## config.mk

```make
export PLATFORM = sky130hd
export DESIGN_NAME = uart_imem_loader_flat
export DESIGN_NICKNAME = d
export VERILOG_FILES = /design/src/rtl/uart_imem_loader_if.sv /design/src/rtl/uart_imem_loader.sv /design/src/flat_wrapper.sv
export SDC_FILE = /design/constraint.sdc
export NUM_CORES = 1
export LEC_CHECK = 0
export ABC_AREA = 1
export BUFFER_PORTS_ARGS = -buffer_cell sky130_fd_sc_hd__buf_2
export CAP_MARGIN = 20
export CORE_ASPECT_RATIO = 1.75
export CORE_MARGIN = 1
export CORE_UTILIZATION = 61
export CTS_BUF_LIST = sky130_fd_sc_hd__clkbuf_4
export DETAILED_ROUTE_END_ITERATION = 10
export GPL_TIMING_DRIVEN = 0
export PLACE_DENSITY_LB_ADDON = 0.25
export SYNTH_ARGS = -nofsm -noshare
export SYNTH_HDL_FRONTEND = slang
export SYNTH_SLANG_ARGS = --single-unit
```

## constraint.sdc

```tcl
create_clock -name clk_50M -period 4.52 [get_ports clk_50M]
set_clock_uncertainty 0.2 [all_clocks]
set_input_delay 0.452 -clock clk_50M [delete_from_list [all_inputs] [get_ports clk_50M]]
set_output_delay 0.452 -clock clk_50M [all_outputs]
set_load 0.01 [all_outputs]
```

## src/rtl/uart_imem_loader_if.sv

```systemverilog
// ----------------------------------------------------------------------------
// uart_imem_loader_if
//   Bundles the two data paths of the boot loader:
//     rx side  : rx_msg[7:0], rx_complete   (UART receiver -> loader)
//     mem side : mem_we, mem_addr[ADDR_W-1:0], mem_wdata[31:0]
//                (loader -> instruction memory)
//   Modports:
//     master : the environment around the loader (drives rx, observes mem)
//     slave  : the loader itself (observes rx, drives mem)
//
// Handshake semantics:
//   rx_complete is a level flag with no back-pressure. The loader takes one
//   byte from rx_msg on each rising edge of rx_complete (a level held high is
//   one byte). mem_we is a one-cycle write strobe with no ready; the memory
//   must accept mem_addr/mem_wdata in every cycle where mem_we is high.
//   mem_addr/mem_wdata hold their last values while mem_we is low.
// ----------------------------------------------------------------------------
interface uart_imem_loader_if #(
  parameter int ADDR_W = 10
);
  logic [7:0]        rx_msg;
  logic              rx_complete;
  logic              mem_we;
  logic [ADDR_W-1:0] mem_addr;
  logic [31:0]       mem_wdata;

  modport master (
    output rx_msg,
    output rx_complete,
    input  mem_we,
    input  mem_addr,
    input  mem_wdata
  );

  modport slave (
    input  rx_msg,
    input  rx_complete,
    output mem_we,
    output mem_addr,
    output mem_wdata
  );
endinterface

```

## src/rtl/uart_imem_loader.sv

```systemverilog
// ----------------------------------------------------------------------------
// uart_imem_loader
//   Boot-time loader behind the UART receiver. Parses a length-prefixed frame
//   (LEN_LO, LEN_HI, then N little-endian 32-bit words) and writes the words
//   sequentially into instruction memory starting at address 0. The CPU is
//   held in reset until a frame has been loaded cleanly.
//
//   Optional feature macro: LOADER_CSUM_EN
//     When defined, one checksum byte (XOR of all data bytes) follows the
//     data; a mismatch ends in the error state.
//
// Ports:
//   clk_50M    in   50 MHz clock, rising edge
//   rst        in   synchronous active-high reset
//   bus        if   uart_imem_loader_if.slave (rx byte in, memory write out)
//   busy       out  frame in progress
//   done       out  sticky: frame loaded successfully
//   err        out  sticky: length, timeout or checksum failure
//   cpu_hold   out  keeps the CPU in reset while high
//   word_count out  words written so far (ADDR_W+1 bits)
//   state_o    out  current FSM state (debug)
// ----------------------------------------------------------------------------
module uart_imem_loader #(
  parameter int ADDR_W      = 10,
  parameter int TIMEOUT_CYC = 50000
) (
  input  logic              clk_50M,
  input  logic              rst,
  uart_imem_loader_if.slave bus,
  output logic              busy,
  output logic              done,
  output logic              err,
  output logic              cpu_hold,
  output logic [ADDR_W:0]   word_count,
  output logic [2:0]        state_o
);

  localparam int TO_W = $clog2(TIMEOUT_CYC + 1);
  localparam logic [31:0] CAPACITY = 32'd1 << ADDR_W;

  localparam logic [2:0] S_LEN0 = 3'd0;
  localparam logic [2:0] S_LEN1 = 3'd1;
  localparam logic [2:0] S_DATA = 3'd2;
`ifdef LOADER_CSUM_EN
  localparam logic [2:0] S_CSUM = 3'd3;
`endif
  localparam logic [2:0] S_DONE = 3'd4;
  localparam logic [2:0] S_ERR  = 3'd5;

  // Where the frame goes once all data (or a zero length) has been consumed.
`ifdef LOADER_CSUM_EN
  localparam logic [2:0] S_AFTER_DATA = S_CSUM;
`else
  localparam logic [2:0] S_AFTER_DATA = S_DONE;
`endif

  logic              rx_d_q;
  logic [2:0]        state_q, state_d;
  logic [15:0]       len_q, len_d;
  logic [1:0]        byte_idx_q, byte_idx_d;
  logic [23:0]       word_buf_q, word_buf_d;
  logic              mem_we_q, mem_we_d;
  logic [ADDR_W-1:0] mem_addr_q, mem_addr_d;
  logic [31:0]       mem_wdata_q, mem_wdata_d;
  logic [ADDR_W:0]   wc_q, wc_d;
  logic [TO_W-1:0]   to_cnt_q, to_cnt_d;
`ifdef LOADER_CSUM_EN
  logic [7:0]        csum_q, csum_d;
`endif

  logic              strobe;
  logic              timed;
  logic              expire;
  logic [15:0]       new_len;
  logic [ADDR_W:0]   wc_inc;

  // Rising edge of rx_complete; a held level produces a single byte.
  assign strobe  = bus.rx_complete & ~rx_d_q;
  assign new_len = {bus.rx_msg, len_q[7:0]};
  assign wc_inc  = wc_q + {{ADDR_W{1'b0}}, 1'b1};

  // The inter-byte timer only runs while a frame is partially received.
`ifdef LOADER_CSUM_EN
  assign timed = (state_q == S_LEN1) || (state_q == S_DATA) || (state_q == S_CSUM);
`else
  assign timed = (state_q == S_LEN1) || (state_q == S_DATA);
`endif

  // Expiry is the edge on which the counter would reach TIMEOUT_CYC; a strobe
  // on that same edge takes priority and keeps the frame alive.
  assign expire = timed && !strobe && (to_cnt_q == TO_W'(TIMEOUT_CYC - 1));

  always_comb begin
    state_d     = state_q;
    len_d       = len_q;
    byte_idx_d  = byte_idx_q;
    word_buf_d  = word_buf_q;
    mem_we_d    = 1'b0;
    mem_addr_d  = mem_addr_q;
    mem_wdata_d = mem_wdata_q;
    wc_d        = wc_q;
`ifdef LOADER_CSUM_EN
    csum_d      = csum_q;
`endif

    if (!timed || strobe) begin
      to_cnt_d = '0;
    end else begin
      to_cnt_d = to_cnt_q + TO_W'(1);
    end

    case (state_q)
      S_LEN0: begin
        if (strobe) begin
          len_d   = {8'h00, bus.rx_msg};
          state_d = S_LEN1;
        end
      end

      S_LEN1: begin
        if (strobe) begin
          len_d      = new_len;
          byte_idx_d = 2'd0;
          if (32'(new_len) > CAPACITY) begin
            state_d = S_ERR;
          end else if (new_len == 16'd0) begin
            state_d = S_AFTER_DATA;
          end else begin
            state_d = S_DATA;
          end
        end else if (expire) begin
          state_d = S_ERR;
        end
      end

      S_DATA: begin
        if (strobe) begin
`ifdef LOADER_CSUM_EN
          csum_d = csum_q ^ bus.rx_msg;
`endif
          if (byte_idx_q == 2'd3) begin
            // Fourth byte: register the whole word so the write strobe
            // appears in the cycle right after the accepting edge.
            mem_we_d    = 1'b1;
            mem_wdata_d = {bus.rx_msg, word_buf_q};
            mem_addr_d  = wc_q[ADDR_W-1:0];
            wc_d        = wc_inc;
            byte_idx_d  = 2'd0;
            if (32'(wc_inc) == 32'(len_q)) begin
              state_d = S_AFTER_DATA;
            end
          end else begin
            word_buf_d[{byte_idx_q, 3'b000} +: 8] = bus.rx_msg;
            byte_idx_d = byte_idx_q + 2'd1;
          end
        end else if (expire) begin
          state_d = S_ERR;
        end
      end

`ifdef LOADER_CSUM_EN
      S_CSUM: begin
        if (strobe) begin
          state_d = (bus.rx_msg == csum_q) ? S_DONE : S_ERR;
        end else if (expire) begin
          state_d = S_ERR;
        end
      end
`endif

      S_DONE: begin
        state_d = S_DONE;
      end

      S_ERR: begin
        state_d = S_ERR;
      end

      default: begin
        state_d = S_ERR;
      end
    endcase
  end

  always_ff @(posedge clk_50M) begin
    if (rst) begin
      rx_d_q      <= 1'b0;
      state_q     <= S_LEN0;
      len_q       <= '0;
      byte_idx_q  <= '0;
      word_buf_q  <= '0;
      mem_we_q    <= 1'b0;
      mem_addr_q  <= '0;
      mem_wdata_q <= '0;
      wc_q        <= '0;
      to_cnt_q    <= '0;
`ifdef LOADER_CSUM_EN
      csum_q      <= '0;
`endif
    end else begin
      rx_d_q      <= bus.rx_complete;
      state_q     <= state_d;
      len_q       <= len_d;
      byte_idx_q  <= byte_idx_d;
      word_buf_q  <= word_buf_d;
      mem_we_q    <= mem_we_d;
      mem_addr_q  <= mem_addr_d;
      mem_wdata_q <= mem_wdata_d;
      wc_q        <= wc_d;
      to_cnt_q    <= to_cnt_d;
`ifdef LOADER_CSUM_EN
      csum_q      <= csum_d;
`endif
    end
  end

  assign bus.mem_we    = mem_we_q;
  assign bus.mem_addr  = mem_addr_q;
  assign bus.mem_wdata = mem_wdata_q;

  assign busy       = (state_q != S_LEN0) && (state_q != S_DONE) && (state_q != S_ERR);
  assign done       = (state_q == S_DONE);
  assign err        = (state_q == S_ERR);
  assign cpu_hold   = (state_q != S_DONE);
  assign word_count = wc_q;
  assign state_o    = state_q;

endmodule

```

## src/flat_wrapper.sv

```systemverilog
// flat-port wrapper written by rule: the top's interface ports become plain ports
module uart_imem_loader_flat 
#(
  parameter int ADDR_W      = 10,
  parameter int TIMEOUT_CYC = 50000
)
  (clk_50M, rst, busy, done, err, cpu_hold, word_count, state_o, bus_rx_msg, bus_rx_complete, bus_mem_we, bus_mem_addr, bus_mem_wdata);
  uart_imem_loader_if #(.ADDR_W(ADDR_W)) bus_i ();
  input  logic clk_50M;
  input  logic rst;
  output logic busy;
  output logic done;
  output logic err;
  output logic cpu_hold;
  output logic [ADDR_W:0] word_count;
  output logic [2:0] state_o;
  input wire logic [$bits(bus_i.rx_msg)-1:0] bus_rx_msg;
  input wire logic [$bits(bus_i.rx_complete)-1:0] bus_rx_complete;
  output wire logic [$bits(bus_i.mem_we)-1:0] bus_mem_we;
  output wire logic [$bits(bus_i.mem_addr)-1:0] bus_mem_addr;
  output wire logic [$bits(bus_i.mem_wdata)-1:0] bus_mem_wdata;
  assign bus_i.rx_msg = bus_rx_msg;
  assign bus_i.rx_complete = bus_rx_complete;
  assign bus_mem_we = bus_i.mem_we;
  assign bus_mem_addr = bus_i.mem_addr;
  assign bus_mem_wdata = bus_i.mem_wdata;
  uart_imem_loader #(.ADDR_W(ADDR_W), .TIMEOUT_CYC(TIMEOUT_CYC)) u_core (.clk_50M(clk_50M), .rst(rst), .bus(bus_i), .busy(busy), .done(done), .err(err), .cpu_hold(cpu_hold), .word_count(word_count), .state_o(state_o));
endmodule
```

==> results.txt <==
----------------------------------------------------
[Placement]
  Weighted congestion at the end of routability-driven global placement ... 0.932
  Buffers on Ports ... 71
  Dpl hpwl ... 9620 um
  Placed standard-cell area ... 0.00548 mm^2

[Global routing]
  Remaining global-route overflow ... 0
  Via count of the first global-routing pass ... 4714
  Pin count of the biggest net entering global routing ... 17
  Number of antenna violations at the first check in global routing ... 0
  First-pass GRT wire length ... 21200 um
  Global Route Usage Sum ... 0.321

[STA]
  Hold Vio Cnt, Final ... 0
  Final Setup Violations ... 0
  Worst-margin pin slew ... 578 ps
  Normalized max-slew margin ... 0.613
  Ratio of final minimum period to clock period ... 0.518
  Max-slew violation count ... 0
  Min Tclk post-route ... 2340 ps
  Final-layout setup total negative slack ... 0 ps
  Maximum achievable frequency ... 427 MHz
  RSZ-0062 raised after global routing ... false

[Yosys]
  Portion of the post-synthesis area used by sequential elements ... 0.463
  Synth Net Count ... 698
  Warnings, synthesis ... 0
  Post-synthesis register bit count ... 116
  Ys flop type ... dfxtp_1
  Number of enable flip-flop cells after synthesis ... 0
  Count of different cell masters after synthesis ... 34
  Number of standard cells after synthesis ... 680
  Cell area after synthesis ... 0.00502 mm^2
  Asr flop ratio synth ... 0
  Post-Synthesis Mean Instance Area ... 7.38 um^2

[Route]
  Ratio of routed vias to standard cells ... 5.72
  Antenna-violating nets left ... 0
  Length of the first detailed-routing pass in iterations ... 8
  First-iteration detailed-routing DRC count ... 340
  DR vias ... 5025
  Detailed-route DRC error count ... 10
  Average wire per standard cell ... 15.1 um
  Total length of routed wires ... 13200 um

[Layout]
  Proportion of layout cells with a drive suffix above 1 ... 0.170
  Final layout net count ... 794
  Number of filler instances in the final layout ... 622
  Final instance area ... 0.00588 mm^2
  Commonest cells after routing, fill and taps aside ... dfxtp_1, a21oi_1, nand2_1
  Commonest non-fill, non-tap cell in the layout ... dfxtp_1
  Count of inserted antenna diode cells ... 0
  Area growth from synthesis to layout ... 17.3%

[Critical path]
  Data required, critical path ... 4760 ps
  Setup slack of the worst register-to-register path ... 2180 ps
  Crit path DAT ... 2580 ps
  Launching element type of the critical path ... flip-flop
  Worst setup path category ... flip-flop to flip-flop
  Max Fanout on Critical Path ... 8
  Type of element capturing the critical path ... flip-flop

[Power and ir drop]
  Power Density ... 421 mW/mm^2
  Pleak ... 2.53 nW
  Maximum vdd drop ... 0.326 mV
  Power Total ... 2.48 mW

[Outcome]
  Status ... finished, violations left
  Failing checks ... design-rule violations

[Floorplan]
  I/O pin count ... 72
  Effective utilization at floorplan ... 0.630
  Horizontal extent of the die ... 70.6 um
  Full die area ... 0.00860 mm^2
  DIE HEIGHT ... 122 um
  Number of core rows ... 43
  Core ar. ... 0.00796 mm^2

[CTS]
  Count of clock tree sinks ... 116
  Buffer cell driving the clock tree root ... clkbuf_4
  Clk slew on worst S/H paths ... 100 ps
  Worst skew pair latency ... 540 ps
  Number of buffers on the longest clock path ... 2
  TritonCTS clock tree ... yes
  Post-CTS repair timing setup buffer count ... 0
  Number of CTS-inserted buffers ... 17
  H-tree depth reported by CTS ... 4

[Min path]
  HP Class ... input port to flip-flop

[Run]
  Max capacitance violation total ... 0

----------------------------------------------------
## cell families after synthesis
kind of cell	count (synthesis)	synth area share
AO/OA/AOI/OAI	198	0.204
XOR/XNOR	5	0.00873
adder cells (fa/ha/maj)	7	0.0175
buffers and inverters	117	0.0955
flip-flops	116	0.463
AND/OR/NAND/NOR	237	0.212
## final cells by class
cell class / count / area [um^2] / area share
inverter: 91 / 342 / 0.0580
buffer: 26 / 138 / 0.0234
timing repair buffer: 77 / 415 / 0.0706
clock inverter: 15 / 213 / 0.0361
sequential: 116 / 2320 / 0.395
clock buffer: 17 / 128 / 0.0217
tap: 90 / 113 / 0.0191
multi-input combinational: 447 / 2210 / 0.376
## metal layers
| layer | wire (um) | vias up | track usage |
|---|---|---|---|
| li1 | - | 2439 | - |
| met1 | 4980 | 2337 | 0.327 |
| met2 | 7040 | 186 | 0.590 |
| met3 | 632 | 63 | 0.0653 |
| met4 | 594 | 0 | 0.200 |
| met5 | 0 | - | 0 |
## through the flow
| step | cells | util | hold slack, ps | setup WS [ps] |
|---|---|---|---|---|
| after CTS | 879 | 0.739 | 7.67 | 2220 |
| after floorplan | 680 | - | 218 | 2570 |
| after detailed placement | 841 | 0.689 | 239 | 2260 |
| after global routing | 879 | 0.739 | 47.4 | 2000 |
| after global placement | 841 | 0.689 | 230 | 2270 |
| final | 879 | 0.739 | 45.9 | 2180 |
## report_power, final
group | internal, mW | switching [mW] | total, mW
clock network | 0.488 | 0.404 | 0.892
logic | 0.150 | 0.311 | 0.461
registers | 1.08 | 0.0484 | 1.13
## sequential cells by signal, summed over array words and instances, names as in the netlist
register and count:
u_core.rx_d_q 1, u_core.state_o 3, u_core.to_cnt_q 16, u_core.word_count 11, u_core.word_buf_q 24, u_core.bus.mem_wdata 32
u_core.bus.mem_addr 10, u_core.byte_idx_q 2, u_core.len_q 16, u_core.bus.mem_we 1
## final timing paths
kind / start / end / depth (start not counted)
max: u_core.word_count[0] / u_core.state_o[1] / 14
min: bus_rx_msg[7] / u_core.len_q[15] / 3
max reg2reg: u_core.word_count[0] / u_core.state_o[1] / 14
min reg2reg: u_core.to_cnt_q[0] / u_core.to_cnt_q[0] / 1
## critical path: stages, from the launching register on
cell and delay, ps:
dfxtp_1 490, ha_1 240, nand2_1 190, nor2_4 250, nand2_2 60, nand2_1 70
nand2_1 70, nand2_1 60, nand2_1 50, nor2_1 100, nand3_1 150, nand2_2 120
nand3_1 70, nand2_1 70, inv_1 40
## what timing repair did
item,4_1_cts,5_1_grt
setup endpoints to repair,0,0
resized for setup,0,0
hold buffers,6,0
endpoints found under the hold margin,6,0
## synth_stat cells (2+ instances only)
| cell type | number | area, um^2 |
|---|---|---|
| buf_2 | 15 | 75.1 |
| a31oi_1 | 4 | 25.0 |
| o21a_1 | 3 | 22.5 |
| xor2_1 | 2 | 17.5 |
| dfxtp_1 | 116 | 2320 |
| nand3_1 | 33 | 165 |
| nand2_1 | 94 | 353 |
| o21ai_1 | 6 | 30.0 |
| nor2_1 | 70 | 263 |
| inv_1 | 86 | 323 |
| nor2_4 | 4 | 45.0 |
| ha_1 | 7 | 87.6 |
| a21oi_1 | 95 | 475 |
| inv_2 | 3 | 11.3 |
| clkbuf_1 | 8 | 30.0 |
| nand3b_1 | 2 | 15.0 |
| clkinv_1 | 2 | 7.51 |
| xnor2_1 | 3 | 26.3 |
| a211oi_1 | 4 | 30.0 |
| nand4_1 | 13 | 81.3 |
| nand2_2 | 4 | 25.0 |
| o211ai_1 | 2 | 15.0 |
| nor3_1 | 11 | 55.1 |
| o21ai_0 | 83 | 415 |
No activity file was read; power rests on OpenSTA's default activity.
